[config.mk]
export PLATFORM = sky130hd
export DESIGN_NAME = seq_stim_ctrl
export DESIGN_NICKNAME = d
export VERILOG_FILES = /design/src/rtl/seq_stim_ctrl.sv
export SDC_FILE = /design/constraint.sdc
export NUM_CORES = 1
export LEC_CHECK = 0
export ABC_AREA = 1
export CAP_MARGIN = 40
export CORE_MARGIN = 2
export CORE_UTILIZATION = 55
export DETAILED_ROUTE_END_ITERATION = 8
export HOLD_SLACK_MARGIN = 0.12
export PLACE_DENSITY = 0.9
export SLEW_MARGIN = 20
export SYNTH_ARGS = -nofsm -noshare
export SYNTH_HDL_FRONTEND = slang
export SYNTH_SLANG_ARGS = --single-unit
[constraint.sdc]
create_clock -name clk -period 3.3 [get_ports clk]
set_input_delay 0.66 -clock clk [delete_from_list [all_inputs] [get_ports clk]]
set_output_delay 0.66 -clock clk [all_outputs]
set_load 0.02 [all_outputs]
[src/rtl/seq_stim_ctrl.sv]
// Stimulus/control generator for the sequence-detector datapath: serial bit stream in four
// modes, modulo state index advanced by seq_rdy & input_bit, periodic ack strobe and wrap pulses.
module seq_stim_ctrl #(
    parameter int               NUM_STATES = 4,
    parameter int               STATE_W    = 2,
    parameter int               PAT_W      = 8,
    parameter logic [PAT_W-1:0] TAPS       = 8'hB8,
    parameter int               ACK_PERIOD = 8,
    parameter int               CNT_W      = 4
) (
    input  logic               clk,
    input  logic               rst_n,
    input  logic               en,
    input  logic [1:0]         mode,
    input  logic               load,
    input  logic [PAT_W-1:0]   pattern,
    input  logic               seq_rdy,
    output logic               input_bit,
    output logic [STATE_W-1:0] current_state,
    output logic               data_ack,
    output logic               state_wrap,
    output logic               pattern_wrap
);

    localparam int IDX_W = (PAT_W > 2) ? $clog2(PAT_W) : 1;

    localparam logic [STATE_W-1:0] STATE_LAST = STATE_W'(NUM_STATES - 1);
    localparam logic [CNT_W-1:0]   ACK_LAST   = CNT_W'(ACK_PERIOD - 1);
    localparam logic [IDX_W-1:0]   IDX_LAST   = IDX_W'(PAT_W - 1);

    typedef enum logic [1:0] {
        MODE_TOGGLE = 2'b00,
        MODE_ROTATE = 2'b01,
        MODE_LFSR   = 2'b10,
        MODE_HOLD   = 2'b11
    } mode_e;

    logic [PAT_W-1:0]   wreg_q, wreg_d;
    logic [STATE_W-1:0] state_q, state_d;
    logic [CNT_W-1:0]   ack_cnt_q, ack_cnt_d;
    logic [IDX_W-1:0]   bit_idx_q, bit_idx_d;
    logic               data_ack_q, data_ack_d;
    logic               state_wrap_q, state_wrap_d;
    logic               pattern_wrap_q, pattern_wrap_d;

    always_comb begin
        wreg_d         = wreg_q;
        state_d        = state_q;
        ack_cnt_d      = ack_cnt_q;
        bit_idx_d      = bit_idx_q;
        data_ack_d     = 1'b0;
        state_wrap_d   = 1'b0;
        pattern_wrap_d = 1'b0;

        if (load) begin
            wreg_d    = pattern;
            state_d   = STATE_LAST;
            ack_cnt_d = '0;
            bit_idx_d = '0;
        end else if (en) begin
            unique case (mode_e'(mode))
                MODE_TOGGLE: wreg_d[0] = ~wreg_q[0];
                MODE_ROTATE: begin
                    wreg_d = {wreg_q[0], wreg_q[PAT_W-1:1]};
                    if (bit_idx_q == IDX_LAST) begin
                        bit_idx_d      = '0;
                        pattern_wrap_d = 1'b1;
                    end else begin
                        bit_idx_d = bit_idx_q + 1'b1;
                    end
                end
                // An all-zero register would lock the LFSR forever, so reseed it with 1.
                MODE_LFSR: begin
                    if (wreg_q == '0) wreg_d = PAT_W'(1);
                    else              wreg_d = (wreg_q >> 1) ^ (wreg_q[0] ? TAPS : '0);
                end
                MODE_HOLD: wreg_d = wreg_q;
                default:   wreg_d = wreg_q;
            endcase

            if (seq_rdy && wreg_q[0]) begin
                if (state_q == STATE_LAST) begin
                    state_d      = '0;
                    state_wrap_d = 1'b1;
                end else begin
                    state_d = state_q + 1'b1;
                end
            end

            data_ack_d = (ack_cnt_q == '0);
            ack_cnt_d  = (ack_cnt_q == ACK_LAST) ? '0 : ack_cnt_q + 1'b1;
        end
    end

    always_ff @(posedge clk or negedge rst_n) begin
        if (!rst_n) begin
            wreg_q         <= PAT_W'(1);
            state_q        <= STATE_LAST;
            ack_cnt_q      <= '0;
            bit_idx_q      <= '0;
            data_ack_q     <= 1'b0;
            state_wrap_q   <= 1'b0;
            pattern_wrap_q <= 1'b0;
        end else begin
            wreg_q         <= wreg_d;
            state_q        <= state_d;
            ack_cnt_q      <= ack_cnt_d;
            bit_idx_q      <= bit_idx_d;
            data_ack_q     <= data_ack_d;
            state_wrap_q   <= state_wrap_d;
            pattern_wrap_q <= pattern_wrap_d;
        end
    end

    assign input_bit     = wreg_q[0];
    assign current_state = state_q;
    assign data_ack      = data_ack_q;
    assign state_wrap    = state_wrap_q;
    assign pattern_wrap  = pattern_wrap_q;

endmodule

# After elaboration in Yosys (flattened, before gate mapping)

Index checks and enable logic that the tools add are counted.

Flip-flop bits (word level): 20
Output and inout port bits: 6
Logic and storage cells: 59

Add/subtract/negate cells: 3
Eq/ne operators: 7
Muxes and demuxes: 27
Bitwise logic cells: 2
Reduce and logical (&&, ||, !) cells: 12

Operators by type and width:

| kind                                          | number |
|---|---|
| 2-to-1 mux 8 bit                              | 4 |
| case mux 7 bit (2 select lines)               | 1 |
| 2-to-1 mux 3 bit                              | 4 |
| 2-to-1 mux 4 bit                              | 3 |
| 2-to-1 mux 1 bit                              | 10 |
| zero test 8 bit                               | 1 |
| 2-to-1 mux 2 bit                              | 4 |
| AND reduction 2 bit                           | 4 |
| XOR 7 x 8 -> 8 bit                            | 1 |
| == test 2 bit, second input constant          | 3 |
| nonzero test 2 bit                            | 3 |
| adder 4 x 1 -> 4 bit, second input constant   | 1 |
| == test 4 x 3 -> 1 bit, second input constant | 1 |
| zero test 4 bit                               | 1 |
| adder 3 x 1 -> 3 bit, second input constant   | 1 |
| == test 3 bit, second input constant          | 1 |
| case mux 1 bit (3 select lines)               | 1 |
| nonzero test 3 bit                            | 1 |
| adder 2 x 1 -> 2 bit, second input constant   | 1 |
| == test 2 x 1 -> 1 bit, second input constant | 1 |
| zero test 2 bit                               | 1 |
| inequality test 2 bit, second input constant  | 1 |
| logical AND 1 bit                             | 1 |
| inverter 1 bit                                | 1 |

# Longest topological paths before layout

Depth after elaboration: 6
Depth in mapped cells: 11

# Worst setup path after synthesis

No wires, ideal clock.

Path type: in2reg
From: in mode[0]
To: reg wreg_q[4]
Data arrival time: 1.403 ns
Setup slack: 1.781 ns
Cell stages on the path: 11
Cell sequence: inv_1 ha_1 inv_1 nand2_2 nand2_2 nand2_2 inv_2 buf_6 nor2_2 nand2_1 nand2_1

Longest elaborated chain between the ends: 4
Elaborated cells between the ends (all ways): 7

Ends and longest elaborated chain:

| item                                                    | line | source |
|---|---|---|
| start, declared                                         | 14   | `input logic [1:0] mode,` |
| == test 2 bit or == test 2 x 1 -> 1 bit (tied branches) | 61   | `unique case (mode_e'(mode))` |
| case mux 7 bit (2 select lines)                         | 61   |  |
| 2-to-1 mux 8 bit                                        | 60   | `end else if (en) begin` |
| 2-to-1 mux 8 bit                                        | 55   | `if (load) begin` |
| end signal, assigned                                    | 105  | `wreg_q <= wreg_d;` |
| end, declared                                           | 38   | `logic [PAT_W-1:0] wreg_q, wreg_d;` |

Parallel ways exist; a longest one is shown, timed or not. The select of a mux whose other input is x is not followed.
A chain may end at the register's enable or synchronous reset.

# Worst setup path in the final report

From: reg wreg_q[0]
To: out input_bit

RTL lines:

| item          | line | source |
|---|---|---|
| end, declared | 18   | `output logic input_bit,` |

No word-level cell between the ends.

==> out/metrics.cfg <==
[cells_and_area]
mostFrequentLayoutCell = nand2_1
nFillCells = 160
final_core_utilization = 0.707
nets = 183
layout.cells.most_common_list = nand2_1, clkdlybuf4s50_1, dfrtp_1, inv_1, nor2_1
fin_cells = 186
antenna-diode-count = 0
final_layout_size_suffix_gt1_frac = 0.0881
synthToLayoutAreaGrowth_pct = 21.5

[sta]
worst_slew_margin_rel = 0.621
timing.fmax_ghz = 0.459
period_share = 0.660
grt_setup_unrepaired = no
worst_slew_pin_slew_ps = 568
finalHoldViolations = 0
timing.final.setup_violations = 0
timing_max_transition_violations_final = 0
finalWorstSetupSlack_ps = 1120
setup_tns_ps = 0
layout_min_cycle_time_ps = 2180
fin_worst_skew_ps = 4.22

[clocking]
cts_inserted_buffers = 3
max-clock-path-buffers = 2
worstSkewPairLatency_ps = 300
post-cts-setup-buffer-count = 0
clock_tree.root_cell = clkbuf_4
clock_tree.htree_level_count = 1
clock_sink_count = 20
cts_hold_buffers = 0
cts_resized = 0
tritoncts = yes
clock_transition_at_the_registers_of_the_reported_paths_ps = 120

[worst_setup_path]
max_stage_delay_ps = 610
worstSetupStartpointType = flip-flop
critical_path.top_delay_family = buffers and inverters
critical_path_maximum_fanout = 6
critical_path.endpoint_type = primary output
crit_slowest_cell = clkdlybuf4s50_1
crit_type = flip-flop to primary output
timing.critical_path.buf_inv = 1
crit_required_ps = 2640
critical_path.cell_chain = clkdlybuf4s50_1
timing.critical_path.arrival_ps = 1520

[die]
dieHeight_um = 49.4
coreArea_um2 = 1940
floorplan_die_width_um = 49.4
initial_utilization = 0.582
ioPinCount = 21
dieArea_um2 = 2440
floorplan.rows = 16

[logic_synthesis]
post_synth_instance_area_um2 = 1130
netlist_instances = 139
netlist-cell-type-count = 20
ys_warn_count = 0
syn_avg_cell_area_um2 = 8.14
ys_seq_elements = 20
synth.yosys.seq_area_share = 0.446
nets_in_the_synthesized_netlist = 162

[routing]
route.detailed.vias_per_inst = 5.35
finalWirelength_mm = 2.39
first_iter_violations = 21
post-route-drc-count = 0
routed-via-count = 996
first_pass_iters = 4
wl_per_cell_um = 12.8
ant_nets = 0

[worst_hold_path]
holdCritPathClass = flip-flop to flip-flop

[place]
detailedPlacementHpwl_mm = 1.83
numPortBuffers = 20
dp_cells = 182
gp_congestion = 0.810
place_ws_ps = 846

[outcome]
status = finished, final reports clean

[global_routing]
grt_antenna_before_repair = 0
globalRouteTotalUtil = 0.232
first_pass_grt_wire_length_mm = 4.29
first_global_vias = 1014
grt_start_max_net_pins = 21
overflow = 0

[pwr]
power.static_leakage_nw = 0.675
power_per_standard_cell_area_nw_per_um2 = 411
report.power.total_mw = 0.565
power.ir.vdd_worst_uv = 276

[run]
drv_cap = 0

==> cells in the mapped netlist, drive strengths merged <==
library cell	instances	area [um2]
a21oi	8	40.0
nor3	3	15.0
buf	5	42.5
dfrtp	17	425
nand2	38	150
a31oi	1	6.26
xor2	4	35.0
ha	8	100
nor2	15	61.3
mux2i	2	20.0
nand3	10	50.1
dfstp	3	78.8
o21ai	10	50.1
inv	15	56.3
==> area by class of cell <==
type | instances | area [um2] | area share
clock buffer | 4 | 36.3 | 0.0264
tap | 27 | 33.8 | 0.0246
timing repair buffer | 21 | 215 | 0.157
sequential | 20 | 504 | 0.367
inverter | 15 | 56.3 | 0.0410
multi-input combinational | 99 | 528 | 0.384
==> kinds of logic (layout without fill, tap and decap cells) <==
| family | count (synthesis) | count (layout) | synth area share |
|---|---|---|---|
| xor+xnor | 4 | 4 | 0.0310 |
| compound gates | 19 | 19 | 0.0852 |
| flops | 20 | 20 | 0.446 |
| buf+inv | 20 | 40 | 0.0874 |
| simple gates | 66 | 66 | 0.244 |
| mux | 2 | 2 | 0.0177 |
| fa+ha+maj | 8 | 8 | 0.0885 |
==> power by group <==
group          internal, mW  switching (mW)  leakage, nW  total, mW
clock network        0.0673          0.0795       0.0210      0.147
registers             0.273          0.0233        0.253      0.296
logic                0.0558          0.0655        0.401      0.121
==> final timing paths <==
path,to,cells after the start,startpoint,slack (ps)
worst max-delay path,input_bit,1,wreg_q[0]$_DFFE_PN1P_,1120
worst min-delay path,bit_idx_q[0]$_DFFE_PN0P_,1,bit_idx_q[0]$_DFFE_PN0P_,510
worst max register to register,wreg_q[3]$_DFFE_PN0P_,5,wreg_q[0]$_DFFE_PN1P_,2080
worst min register to register,bit_idx_q[0]$_DFFE_PN0P_,1,bit_idx_q[0]$_DFFE_PN0P_,510
max in group asynchronous,current_state[1]$_DFFE_PN1P_,2,rst_n,2090
min in group asynchronous,wreg_q[1]$_DFFE_PN0P_,1,rst_n,680
==> state kept, by name (all words and copies together) (netlist names) <==
signal	cells
current_state	2
wreg_q	8
data_ack	1
pattern_wrap	1
bit_idx_q	3
ack_cnt_q	4
state_wrap	1
==> through the flow <==
step | cell area (um2) | hold slack (ps)
floorplan | 1130 | 364
global placement | 1320 | 472
detailed placement | 1340 | 488
CTS | 1370 | 507
global route | 1370 | 545
finish | 1370 | 509
==> per-layer routing <==
layer | vias to the layer above | track usage | part of all wire
li1 | 484 | - | -
met1 | 476 | 0.273 | 0.43
met2 | 32 | 0.392 | 0.51
met3 | 4 | 0.0491 | 0.045
met4 | 0 | 0.124 | 0.016
met5 | - | 0 | 0
(Power assumes the default switching activity.)
